===== src/rtl/lvds_frame_sync.sv =====
// lvds_frame_sync: frame-alignment controller for the 7-bit LVDS word path.
// Latency: data_out/data_vld/sof/locked/err_cnt/bitslip are registered, 1 cycle after the qualifying word.
// Backpressure: none; one word per clock in, downstream must accept every data_vld beat.
//
// Ports:
//   clk       word clock, all state on posedge
//   rst_n     asynchronous active-low reset
//   word_in   deserialized word: [6] frame marker, [5:0] payload
//   word_vld  word_in valid this cycle
//   bitslip   one-cycle request to slip the deserializer by one bit
//   locked    frame alignment established
//   data_out  payload of the forwarded word
//   data_vld  data_out valid (locked, payload positions only)
//   sof       first payload word of a frame, qualified by data_vld
//   err_cnt   saturating count of lock-loss events
module lvds_frame_sync #(
  parameter int FRAME_LEN  = 8,
  parameter int LOCK_CNT   = 4,
  parameter int UNLOCK_CNT = 2,
  parameter int SLIP_WAIT  = 4
) (
  input  logic       clk,
  input  logic       rst_n,
  input  logic [6:0] word_in,
  input  logic       word_vld,
  output logic       bitslip,
  output logic       locked,
  output logic [5:0] data_out,
  output logic       data_vld,
  output logic       sof,
  output logic [7:0] err_cnt
);

  localparam int PW = (FRAME_LEN > 2) ? $clog2(FRAME_LEN) : 1;
  localparam logic [PW-1:0] POS_LAST  = PW'(FRAME_LEN - 1);
  localparam logic [PW-1:0] POS_ONE   = PW'(1);
  localparam logic [7:0]    HUNT_LAST = 8'(2 * FRAME_LEN - 1);
  localparam logic [7:0]    SLIP_LAST = 8'(SLIP_WAIT - 1);
  localparam logic [3:0]    LOCK_N    = 4'(LOCK_CNT);
  localparam logic [3:0]    UNLOCK_N  = 4'(UNLOCK_CNT);

  typedef enum logic [1:0] {HUNT, SLIPW, VERIFY, LOCK} state_t;

  state_t        state, state_nxt;
  logic [PW-1:0] pos, pos_nxt;          // position of the next valid word
  logic [7:0]    hunt_cnt, hunt_nxt;
  logic [7:0]    slip_cnt, slip_nxt;
  logic [3:0]    good_cnt, good_nxt;
  logic [3:0]    bad_cnt, bad_nxt;
  logic          frame_bad, frame_bad_nxt; // stray marker seen in current LOCK frame

  logic          bitslip_nxt, locked_nxt, data_vld_nxt, sof_nxt;
  logic [5:0]    data_out_nxt;
  logic [7:0]    err_nxt;

  logic          mk, at_pos0, word_ok;
  logic [PW-1:0] pos_inc;
  logic [3:0]    good_inc, bad_inc;

  assign mk       = word_in[6];
  assign at_pos0  = (pos == '0);
  assign word_ok  = at_pos0 ? mk : !mk;
  assign pos_inc  = (pos == POS_LAST) ? '0 : pos + POS_ONE;
  assign good_inc = good_cnt + 4'd1;
  assign bad_inc  = bad_cnt + 4'd1;

  always_comb begin
    state_nxt     = state;
    pos_nxt       = pos;
    hunt_nxt      = hunt_cnt;
    slip_nxt      = slip_cnt;
    good_nxt      = good_cnt;
    bad_nxt       = bad_cnt;
    frame_bad_nxt = frame_bad;
    bitslip_nxt   = 1'b0;
    data_vld_nxt  = 1'b0;
    sof_nxt       = 1'b0;
    data_out_nxt  = data_out;
    err_nxt       = err_cnt;

    case (state)
      HUNT: begin
        if (word_vld) begin
          if (mk) begin
            // The marker word itself is position 0, so the next word is position 1.
            state_nxt = VERIFY;
            pos_nxt   = POS_ONE;
            good_nxt  = '0;
          end else if (hunt_cnt == HUNT_LAST) begin
            bitslip_nxt = 1'b1;
            state_nxt   = SLIPW;
            slip_nxt    = '0;
          end else begin
            hunt_nxt = hunt_cnt + 8'd1;
          end
        end
      end

      SLIPW: begin
        // Counts clock cycles, not words: the deserializer needs settling time.
        if (slip_cnt == SLIP_LAST) begin
          state_nxt = HUNT;
          hunt_nxt  = '0;
        end else begin
          slip_nxt = slip_cnt + 8'd1;
        end
      end

      VERIFY: begin
        if (word_vld) begin
          pos_nxt = pos_inc;
          if (!word_ok) begin
            bitslip_nxt = 1'b1;
            state_nxt   = SLIPW;
            slip_nxt    = '0;
            good_nxt    = '0;
          end else if (at_pos0) begin
            good_nxt = good_inc;
            if (good_inc == LOCK_N) begin
              state_nxt     = LOCK;
              bad_nxt       = '0;
              frame_bad_nxt = 1'b0;
            end
          end
        end
      end

      LOCK: begin
        // Flywheel: pos is never realigned here, errors only accumulate.
        if (word_vld) begin
          pos_nxt = pos_inc;
          if (at_pos0) begin
            frame_bad_nxt = 1'b0;
            if (frame_bad || !mk) begin
              if (bad_inc == UNLOCK_N) begin
                state_nxt = HUNT;
                hunt_nxt  = '0;
                if (err_cnt != 8'hFF) err_nxt = err_cnt + 8'd1;
              end else begin
                bad_nxt = bad_inc;
              end
            end else begin
              bad_nxt = '0;
            end
          end else begin
            data_vld_nxt = 1'b1;
            data_out_nxt = word_in[5:0];
            sof_nxt      = (pos == POS_ONE);
            if (mk) frame_bad_nxt = 1'b1;
          end
        end
      end

      default: state_nxt = HUNT;
    endcase

    locked_nxt = (state_nxt == LOCK);
  end

  always_ff @(posedge clk or negedge rst_n) begin
    if (!rst_n) begin
      state     <= HUNT;
      pos       <= '0;
      hunt_cnt  <= '0;
      slip_cnt  <= '0;
      good_cnt  <= '0;
      bad_cnt   <= '0;
      frame_bad <= 1'b0;
      bitslip   <= 1'b0;
      locked    <= 1'b0;
      data_out  <= '0;
      data_vld  <= 1'b0;
      sof       <= 1'b0;
      err_cnt   <= '0;
    end else begin
      state     <= state_nxt;
      pos       <= pos_nxt;
      hunt_cnt  <= hunt_nxt;
      slip_cnt  <= slip_nxt;
      good_cnt  <= good_nxt;
      bad_cnt   <= bad_nxt;
      frame_bad <= frame_bad_nxt;
      bitslip   <= bitslip_nxt;
      locked    <= locked_nxt;
      data_out  <= data_out_nxt;
      data_vld  <= data_vld_nxt;
      sof       <= sof_nxt;
      err_cnt   <= err_nxt;
    end
  end

endmodule

===== config.mk =====
export PLATFORM = sky130hd
export DESIGN_NAME = lvds_frame_sync
export DESIGN_NICKNAME = d
export VERILOG_FILES = /design/src/rtl/lvds_frame_sync.sv
export SDC_FILE = /design/constraint.sdc
export NUM_CORES = 1
export LEC_CHECK = 0
export CORE_ASPECT_RATIO = 0.5
export CORE_UTILIZATION = 40
export DETAILED_ROUTE_END_ITERATION = 10
export PLACE_DENSITY = 0.57
export SETUP_SLACK_MARGIN = 0.05
export SLEW_MARGIN = 20
export SYNTH_ARGS = -nofsm -noshare
export SYNTH_HDL_FRONTEND = slang
export SYNTH_SLANG_ARGS = --single-unit

===== constraint.sdc =====
create_clock -name clk -period 2.35 [get_ports clk]
set_input_delay 0.47 -clock clk [delete_from_list [all_inputs] [get_ports clk]]
set_output_delay 0.47 -clock clk [all_outputs]
set_load 0.02 [all_outputs]

==> results of run 1 <==
## state kept, by name (all words and copies together), names as in the netlist, 2 cells and up
register  flops
bad_cnt       4
data_out      6
err_cnt       8
good_cnt      4
hunt_cnt      8
pos           3
slip_cnt      8
state         2
## Yosys cell counts, types with 2 or more instances
master / count / share of area
sky130_fd_sc_hd__dfrtp_1: 48 / 0.48
sky130_fd_sc_hd__nand2_1: 25 / 0.038
sky130_fd_sc_hd__nor2_1: 18 / 0.027
sky130_fd_sc_hd__o21ai_0: 15 / 0.030
sky130_fd_sc_hd__ha_1: 12 / 0.060
sky130_fd_sc_hd__nand3_1: 10 / 0.020
sky130_fd_sc_hd__xnor2_1: 9 / 0.032
sky130_fd_sc_hd__xor2_1: 8 / 0.028
sky130_fd_sc_hd__inv_1: 7 / 0.011
sky130_fd_sc_hd__mux2_2: 7 / 0.032
sky130_fd_sc_hd__a21oi_1: 6 / 0.012
sky130_fd_sc_hd__nand4_1: 6 / 0.015
sky130_fd_sc_hd__and3_1: 4 / 0.010
sky130_fd_sc_hd__o22a_1: 4 / 0.014
sky130_fd_sc_hd__nand2b_1: 3 / 0.0075
sky130_fd_sc_hd__nand4b_1: 3 / 0.011
sky130_fd_sc_hd__nor3_1: 3 / 0.0060
sky130_fd_sc_hd__o32ai_1: 3 / 0.011
sky130_fd_sc_hd__or2_2: 3 / 0.0075
sky130_fd_sc_hd__a22o_1: 2 / 0.0070
sky130_fd_sc_hd__and4_1: 2 / 0.0070
sky130_fd_sc_hd__clkbuf_1: 2 / 0.0030
sky130_fd_sc_hd__mux2i_1: 2 / 0.0080
sky130_fd_sc_hd__nor4b_1: 2 / 0.0070
sky130_fd_sc_hd__o2111ai_1: 2 / 0.0070
sky130_fd_sc_hd__o21bai_1: 2 / 0.0060
## final cells by class
class / instances / area (um2) / share of cell area
Inverter: 7 / 26.3 / 0.00841
Timing Repair Buffer: 46 / 408 / 0.131
Clock inverter: 2 / 12.5 / 0.00401
Sequential cell: 48 / 1200 / 0.385
Clock buffer: 5 / 125 / 0.0401
Tap cell: 84 / 105 / 0.0337
Multi-Input combinational cell: 175 / 1240 / 0.399
## final timing paths
path | slack (ps) | startpoint | to
worst max-delay path | 240 | pos[0] | state[0]
worst min register to register | 490 | err_cnt[4] | err_cnt[4]
worst min-delay path | 270 | rst_n | slip_cnt[7]
min in group clk | 490 | err_cnt[4] | err_cnt[4]
max in group asynchronous | 1660 | rst_n | hunt_cnt[5]
worst max register to register | 240 | pos[0] | state[0]
## per-stage QoR
stage | setup WS, ps | TNS (ps) | power (mW)
global placement | 16.8 | 0 | 2.52
floorplan | 377 | 0 | 2.07
finish | 236 | 0 | 3.23
CTS | 220 | 0 | 3.27
detailed placement | -4.12 | -4.12 | 2.57
global route | 65.0 | 0 | 3.48
## worst reg2reg max path: cells and delay by family (launching register included)
| family | cells | cell delay (ps) |
|---|---|---|
| simple gates | 5 | 810 |
| fa+ha+maj | 2 | 520 |
| flops | 1 | 420 |
| buf+inv | 2 | 180 |
| compound gates | 1 | 100 |
## layer usage
layer | vias up | GRT usage | wire length, um
met2 | 30 | 0.268 | 2100
met1 | 927 | 0.245 | 2680
li1 | 946 | - | -
met3 | 4 | 0.0481 | 184
met5 | - | 0 | 0
met4 | 0 | 0.0545 | 36
## cell families (layout without fill, tap and decap cells)
group                      after synthesis  after routing  synth area share
xor gates and xnor gates                17             17            0.0598
buffers and inverters                   11             60            0.0171
and+or+nand+nor                         92             92             0.208
AOI/OAI and AO/OA                       45             45             0.132
adders and majority gates               12             12            0.0603
DFF                                     48             48             0.483
muxes                                    9              9            0.0397
## placed cells by master, fill, tap and decap left out, drive strengths merged, types with 7 or more instances in the layout
cell type      count
inv                7
mux2               7
buf               20
clkdlybuf4s50     26
xnor2              9
nor2              18
nand3             10
dfrtp             48
ha                12
nand2             25
o21ai             16
xor2               8
## power by group through the flow
| stage | registers (mW) | logic (mW) | clock network, mW |
|---|---|---|---|
| 6_report | 1.31 | 1.23 | 0.685 |
| 3_3_place_gp | 1.31 | 1.21 | 0 |
| 5_1_grt | 1.35 | 1.38 | 0.740 |
| 4_1_cts | 1.31 | 1.25 | 0.710 |
| 3_5_place_dp | 1.32 | 1.24 | 0 |
| 2_1_floorplan | 1.34 | 0.733 | 0 |
==> flow_summary.json, run 1 <==
{
  "hold_buffers": 0,
  "synth.yosys.seq_area_share": 0.483,
  "grt_start_max_net_pins": 49,
  "drv.max_cap_violation_count": 0,
  "run_status": "finished, final reports clean",
  "number_of_buffers_and_inverters_on_the_critical_path": 2,
  "grt_pass1_vias": 1853,
  "grt_antenna_before_repair": 0,
  "power_switching_mw": 1.18,
  "antenna_left": 0,
  "worst_hold_slack_ps": 275,
  "gr-usage-all-layers": 0.176,
  "count_of_yosys_warnings_during_synthesis": 0,
  "share_clk_of_total_power": 0.212,
  "drive_gt1_frac": 0.159,
  "path_cells": "inv_1 -> ha_1 -> and2b_2 -> inv_1 -> ha_1 -> nand4b_1 -> o31ai_4 -> or2_2 -> nor2_1 -> nand2_1",
  "fillCellCount": 522,
  "rsz0062_at_grt": "false",
  "ir_worst_vdd_uv": 428,
  "yosysUniqueCellTypes": 52,
  "synthFlopType": "sky130_fd_sc_hd__dfrtp_1",
  "internal_power_mw": 2.05,
  "finClkSkew_ps": 8.54,
  "dieArea_um2": 6560,
  "post_dp_hpwl_um": 3640,
  "postLayoutCellArea_um2": 3120,
  "die_w_um": 114,
  "vias_per_cell": 5.20,
  "dieHeight_um": 57.8,
  "netlist_instances": 234,
  "synth_edf_count": 0,
  "final_core_utilization": 0.545,
  "post_place_instance_area_um2": 2990,
  "worst_setup_hold_path_clk_slew_ps": 70,
  "hp-class": "in -> async",
  "initial_core_util": 0.434,
  "fin_cells": 367,
  "numPortBuffers": 27,
  "floorplan.core_area_um2": 5730,
  "cts_inserted_buffers": 5,
  "n_antenna_cell": 0,
  "globalplace.congestion": 0.775,
  "post-route-drc-count": 0,
  "worst-path-stages": 10,
  "postSynth.asyncResetShare": 1.00,
  "design.final.nets": 305,
  "wl_per_cell_um": 13.6,
  "clock_tree_buffer_depth": 2,
  "drt_pass1_iterations": 4,
  "timing.reg2reg.worst_path_depth": 10,
  "cts-root-buf": "sky130_fd_sc_hd__clkbuf_16",
  "worst-endpoint-arrival_ps": 2300,
  "synth_seq_cells": 48,
  "drt-initial-drc-count": 79,
  "route.vias.total": 1907,
  "grt_pass1_wl_um": 8860,
  "areaGrowthSynthToFinish_pct": 25.5,
  "switching_share": 0.365,
  "grt_overflow": 0,
  "cts_resized": 0,
  "report.final.slew_viol_count": 0,
  "finalWorstPathRequiredPeriod_ps": 2110,
  "netlist_area_um2": 2490,
  "crit_family": "simple AND/OR/NAND/NOR gates",
  "worstSkewPairLatency_ps": 290,
  "worst_path_max_delay_cell": "sky130_fd_sc_hd__dfrtp_1",
  "post-cts-setup-buffer-count": 0,
  "timing.critical_path.required_ps": 2530,
  "wl_um": 5000,
  "seqPwrFrac": 0.407,
  "worst_setup_path_start_kind": "register",
  "tritoncts": "built",
  "boundaryPins": 28,
  "clock_tree.htree_level_count": 2,
  "clock-sinks": 48,
  "placement_rows": 19,
  "timing.final.crit_share": 0.900,
  "postSynthNetCount": 256,
  "maxClockFrequency_mhz": 473,
  "leakage_nw": 1.38,
  "combinationalPowerShare": 0.381,
  "setup.worst_path.class": "reg -> reg",
  "path_max_fanout": 5,
  "post_synth.cell_area_avg_um2": 10.6,
  "max-slew-margin-rel": 0.598,
  "setup_viol": 0,
  "power-per-cell-area_nw_per_um2": 1030,
  "max_slew.worst_pin.slew_ps": 603,
  "critical_path.endpoint_type": "register",
  "place_inst": 360,
  "slowest_delay_ps": 420,
  "finalHoldViolCount": 0
}
No activity file was read; power rests on OpenSTA's default activity.
==> inputs of run 2 (changes only) <==
--- a/config.mk
+++ b/config.mk
@@ -8,6 +8,8 @@
 export CORE_ASPECT_RATIO = 0.5
 export CORE_UTILIZATION = 40
 export DETAILED_ROUTE_END_ITERATION = 10
+export GPL_ROUTABILITY_DRIVEN = 0
+export GPL_TIMING_DRIVEN = 1
 export PLACE_DENSITY = 0.57
 export SETUP_SLACK_MARGIN = 0.05
 export SLEW_MARGIN = 20
==> constraint.sdc (replaced) <==
create_clock -name clk -period 2.09 [get_ports clk]
set_input_delay 0.418 -clock clk [delete_from_list [all_inputs] [get_ports clk]]
set_output_delay 0.418 -clock clk [all_outputs]
set_load 0.02 [all_outputs]
==> run 2 against run 1 <==
Clock-buffer cell count up 1; sequential power up 12%; clock power rose by 39%; non-clock buffer count increased by 16; die area is the same; routed wire length rose by 0.96%; flip-flop and latch count stayed put; sequential share of layout area shrank 2.4 points; cell area is 6.6% higher; clock skew decreased by 5.3 ps; register-to-register slack got worse by 70 ps.
==> flow_summary.json, run 2 (synthesis results as in run 1) <==
{
  "rsz0062_at_grt": "false",
  "hp-class": "in -> async",
  "finalWorstPathRequiredPeriod_ps": 1930,
  "dieArea_um2": 6560,
  "crit_family": "buffers and inverters",
  "timing.final.crit_share": 0.922,
  "critical_path.endpoint_type": "register",
  "fin_cells": 384,
  "drv.max_cap_violation_count": 0,
  "internal_power_mw": 2.57,
  "maxClockFrequency_mhz": 519,
  "power_switching_mw": 1.37,
  "worst_path_max_delay_cell": "sky130_fd_sc_hd__or4b_4",
  "antenna_left": 0,
  "clock_tree_buffer_depth": 2,
  "setup_ws_ps": 162,
  "top_regs": "err_cnt (8), hunt_cnt (8), slip_cnt (8)",
  "run_status": "finished, final reports clean",
  "drt-initial-drc-count": 66,
  "initial_core_util": 0.434,
  "wl_per_cell_um": 13.1,
  "multi_input_gate_area_um2": 1280,
  "switching_share": 0.347,
  "finalHoldViolCount": 0,
  "timing.critical_path.required_ps": 2270,
  "fillCellCount": 524,
  "number_of_buffers_and_inverters_on_the_critical_path": 2,
  "rr_startpoint": "pos[0]",
  "route.vias.total": 1954,
  "numPortBuffers": 27,
  "hold_buffers": 0,
  "place_inst": 372,
  "cts-root-buf": "sky130_fd_sc_hd__clkbuf_16",
  "wl_um": 5040,
  "mostFrequentLayoutCells": "48 x sky130_fd_sc_hd__dfrtp_1, 34 x sky130_fd_sc_hd__buf_4, 25 x sky130_fd_sc_hd__nand2_1, 25 x sky130_fd_sc_hd__clkdlybuf4s50_1, 18 x sky130_fd_sc_hd__nor2_1",
  "path_cells": "clkdlybuf4s50_1 -> or4b_4 -> o31ai_4 -> buf_4 -> nor2_1",
  "final_core_utilization": 0.581,
  "max_slew.worst_pin.slew_ps": 603,
  "grt_overflow": 0,
  "floorplan.core_area_um2": 5730,
  "grt_antenna_before_repair": 0,
  "worst_setup_hold_path_clk_slew_ps": 60,
  "placement_rows": 19,
  "grt_pass1_wl_um": 8850,
  "leakage_nw": 1.50,
  "ir_worst_vdd_uv": 482,
  "tritoncts": "built",
  "die_w_um": 114,
  "postLayoutCellArea_um2": 3330,
  "drt_pass1_iterations": 4,
  "design.final.nets": 321,
  "reg2reg_setup_slack_ps": 160,
  "clock-sinks": 48,
  "combinationalPowerShare": 0.385,
  "grt_start_max_net_pins": 26,
  "final_common_cell": "sky130_fd_sc_hd__dfrtp_1",
  "setup_viol": 0,
  "drive_gt1_frac": 0.233,
  "finClkSkew_ps": 3.29,
  "slowest_delay_ps": 610,
  "path_max_fanout": 7,
  "share_clk_of_total_power": 0.241,
  "worst_hold_slack_ps": 130,
  "areaGrowthSynthToFinish_pct": 33.8,
  "max-slew-margin-rel": 0.598,
  "gr-usage-all-layers": 0.173,
  "preCtsSetupSlack_ps": -171,
  "vias_per_cell": 5.09,
  "grt_pass1_vias": 1860,
  "cts_inserted_buffers": 5,
  "post_dp_hpwl_um": 3710,
  "worst-endpoint-arrival_ps": 2110,
  "area.sequential_um2": 1200,
  "worst_setup_path_start_kind": "primary input",
  "clock_tree.htree_level_count": 2,
  "seqPwrFrac": 0.374,
  "worstSkewPairLatency_ps": 290,
  "post-route-drc-count": 0,
  "post_place_instance_area_um2": 3090,
  "report.final.slew_viol_count": 0,
  "power-per-cell-area_nw_per_um2": 1180,
  "worstSetupStartpoint": "word_in[6]",
  "n_antenna_cell": 0,
  "dieHeight_um": 57.8,
  "boundaryPins": 28,
  "setup.worst_path.class": "in -> reg"
}
## run 2: stage by stage
step	power, mW	TNS [ps]
6_report	3.94	0
5_1_grt	4.24	0
4_1_cts	3.94	0
3_5_place_dp	2.95	-2540
3_3_place_gp	2.91	-2270
2_1_floorplan	2.33	0
## run 2: final timing paths
kind	end	cells after the start
worst min-delay path	slip_cnt[6]	1
worst max register to register	err_cnt[1]	8
worst max-delay path	slip_cnt[3]	5
max in group asynchronous	data_out[3]	2
worst min register to register	err_cnt[7]	1
min in group clk	err_cnt[7]	1
## run 2: repair_timing
| item | 4_1_cts | 5_1_grt |
|---|---|---|
| pin swaps | 1 | 4 |
| endpoints found under the hold margin | 0 | 0 |
| endpoints found under the setup margin | 1 | 13 |
| setup buffers | 1 | 3 |
| gates resized for setup | 0 | 9 |
## run 2: power groups by stage
| stage | clock [mW] | sequential, mW | combinational [mW] |
|---|---|---|---|
| floorplan | 0 | 1.51 | 0.824 |
| global placement | 0 | 1.47 | 1.44 |
| detailed placement | 0 | 1.48 | 1.47 |
| CTS | 0.983 | 1.46 | 1.49 |
| global route | 1.02 | 1.52 | 1.70 |
| finish | 0.952 | 1.47 | 1.52 |
## run 2: layer usage
layer  wire, um  share of wire  GRT usage  vias to the layer above
met4         27         0.0054     0.0451                        0
li1           -              -          -                      982
met1       2800           0.55      0.255                      942
met5          0              0          0                        -
met2       2060           0.41      0.253                       26
met3        159          0.032     0.0439                        4
## run 2: cell type report
cell class / count / share of cell area
Multi-Input combinational cell: 175 / 0.383
Sequential cell: 48 / 0.361
Inverter: 7 / 0.00789
Clock buffer: 6 / 0.0417
Tap cell: 84 / 0.0316
Timing Repair Buffer: 62 / 0.163
Clock inverter: 2 / 0.0116
==> inputs of run 3 (changes only) <==
--- a/config.mk
+++ b/config.mk
@@ -12,6 +12,7 @@
 export GPL_TIMING_DRIVEN = 1
 export PLACE_DENSITY = 0.57
 export SETUP_SLACK_MARGIN = 0.05
+export SKIP_LAST_GASP = 1
 export SLEW_MARGIN = 20
 export SYNTH_ARGS = -nofsm -noshare
 export SYNTH_HDL_FRONTEND = slang
==> results of run 3 <==
No change in the layout: final DEF, timing and power equal those of run 2.
==> patch: new RTL, settings of run 3 <==
One comparison of `hunt_cnt` changes from == to >=.
--- a/src/rtl/lvds_frame_sync.sv
+++ b/src/rtl/lvds_frame_sync.sv
@@ -88,3 +88,3 @@
             good_nxt  = '0;
-          end else if (hunt_cnt == HUNT_LAST) begin
+          end else if (hunt_cnt >= HUNT_LAST) begin
             bitslip_nxt = 1'b1;
Check against the original RTL: no difference found for any inputs over 10 cycles, from zero or initial values and one cycle with rst_n low; that may be too few to reach the edited logic, so the function may still have changed.
==> patch against run 3 <==
Setup slack got worse by 0.15 ns. Sequential cell count is the same. Clock power decreased by 14%. Die area is 2.9% higher. Area after synthesis increased by 3.0%. Critical endpoint is now slip_cnt[7]. Synthesized cell count up 6.4%. Wire length up 11%. Maximum frequency down 7.2%. Total power rose by 1.1%. Final area is 4.5% higher.
==> patch: results (changes against run 3) <==
[grt] wire length of the first global-routing pass 9.11 mm [was 8.85 mm]
[setup_path] depth of the worst register-to-register path 11 [was 8]
[clock_tree] number of resized instances in the post-cts repair step 8 [was 0]
[synthesis] dominant cells by area after synthesis sky130_fd_sc_hd__dfrtp_1 (47%), sky130_fd_sc_hd__ha_1 (5.4%), sky130_fd_sc_hd__nand2_1 (3.8%), sky130_fd_sc_hd__mux2_1 (3.1%), sky130_fd_sc_hd__xnor2_1 (2.4%) [was sky130_fd_sc_hd__dfrtp_1 (48%), sky130_fd_sc_hd__ha_1 (6.0%), sky130_fd_sc_hd__nand2_1 (3.8%), sky130_fd_sc_hd__mux2_2 (3.2%), sky130_fd_sc_hd__xnor2_1 (3.2%)]
[setup_path] Worst Path Max Fanout 5 [was 7]
[setup_path] slowest stage delay, CP 0.39 ns [was 0.61 ns]
[cells_and_area] number of standard cells in the final layout excluding fillers 410 [was 384]
[sta] worst-case clock skew 0.00328 ns [was 0.00329 ns]
[synthesis] complex-gate fraction of the synthesized area 13.6% [was 13.2%]
[setup_path] required time reported for the critical path endpoint 2.31 ns [was 2.27 ns]
[grt] fraction of met1 tracks used by global routing 24.1% [was 25.5%]
[synthesis] fraction of synthesized area in multiplexers 4.10% [was 3.97%]
[status] outcome finished, final reports clean [unchanged]
[setup_path] Reg-to-Reg End slip_cnt[7] [was err_cnt[1]]
[grt] met3 Resource Use GR 5.15% [was 4.39%]
[cells_and_area] Final nets 342 [was 321]
[grt] global-route usage over all layers 17.9% [was 17.3%]
[drt] sum of met2 wire segment lengths after detailed routing 2.51 mm [was 2.06 mm]
[setup_path] launching instance or port of the critical path pos[0] [was word_in[6]]
[synthesis] adder-cell share of the synthesized area 5.37% [was 6.03%]
[pwr] standby leakage power 0.00156 µW [was 0.00150 µW]
[grt] largest net degree at the start of global routing 49 [was 26]
[synthesis] Synth Area in XOR/XNOR 5.08% [was 5.98%]
[cells_and_area] share of cells above drive strength 1 25.5% [was 23.3%]
[drt] wire length the detailed router placed on met1 2.85 mm [was 2.80 mm]
[drt] average wire per cell in the routed design 13.7 µm [was 13.1 µm]
[placed_design] count of placed standard cells including taps 398 [was 372]
[synthesis] post-synthesis average cell area 10.3 µm² [was 10.6 µm²]
[drt] detailed route wirelength on metal3 214 µm [was 159 µm]
[sta] slew at the pin with the worst max-slew slack 0.622 ns [was 0.603 ns]
patch: layout make-up:
| class | count | area (µm²) | area share (%) |
|---|---|---|---|
| multi-input cells | 183 | 1370 | 39.4 |
| inverters | 11 | 41.3 | 1.19 |
| flip-flops and latches | 48 | 1200 | 34.5 |
| repair buffers | 72 | 603 | 17.3 |
| clock inverters | 2 | 15.0 | 0.431 |
| well taps | 88 | 110 | 3.16 |
| clock buffers | 6 | 139 | 3.99 |
patch: metrics by stage:
| stage | total power [µW] | setup slack, ns |
|---|---|---|
| after CTS | 3980 | 0.0217 |
| after detailed placement | 3090 | -0.288 |
| final | 3990 | 0.0138 |
| after floorplan | 2360 | -0.0900 |
| after global placement | 3050 | -0.232 |
| after global routing | 4270 | -0.0944 |
patch: power by group through the flow:
stage                     logic [µW]  registers, µW  clock network, µW
after floorplan                  892           1470                  0
after global placement          1630           1420                  0
after detailed placement        1670           1430                  0
after CTS                       1720           1420                850
after global routing            1930           1450                887
final                           1750           1420                821
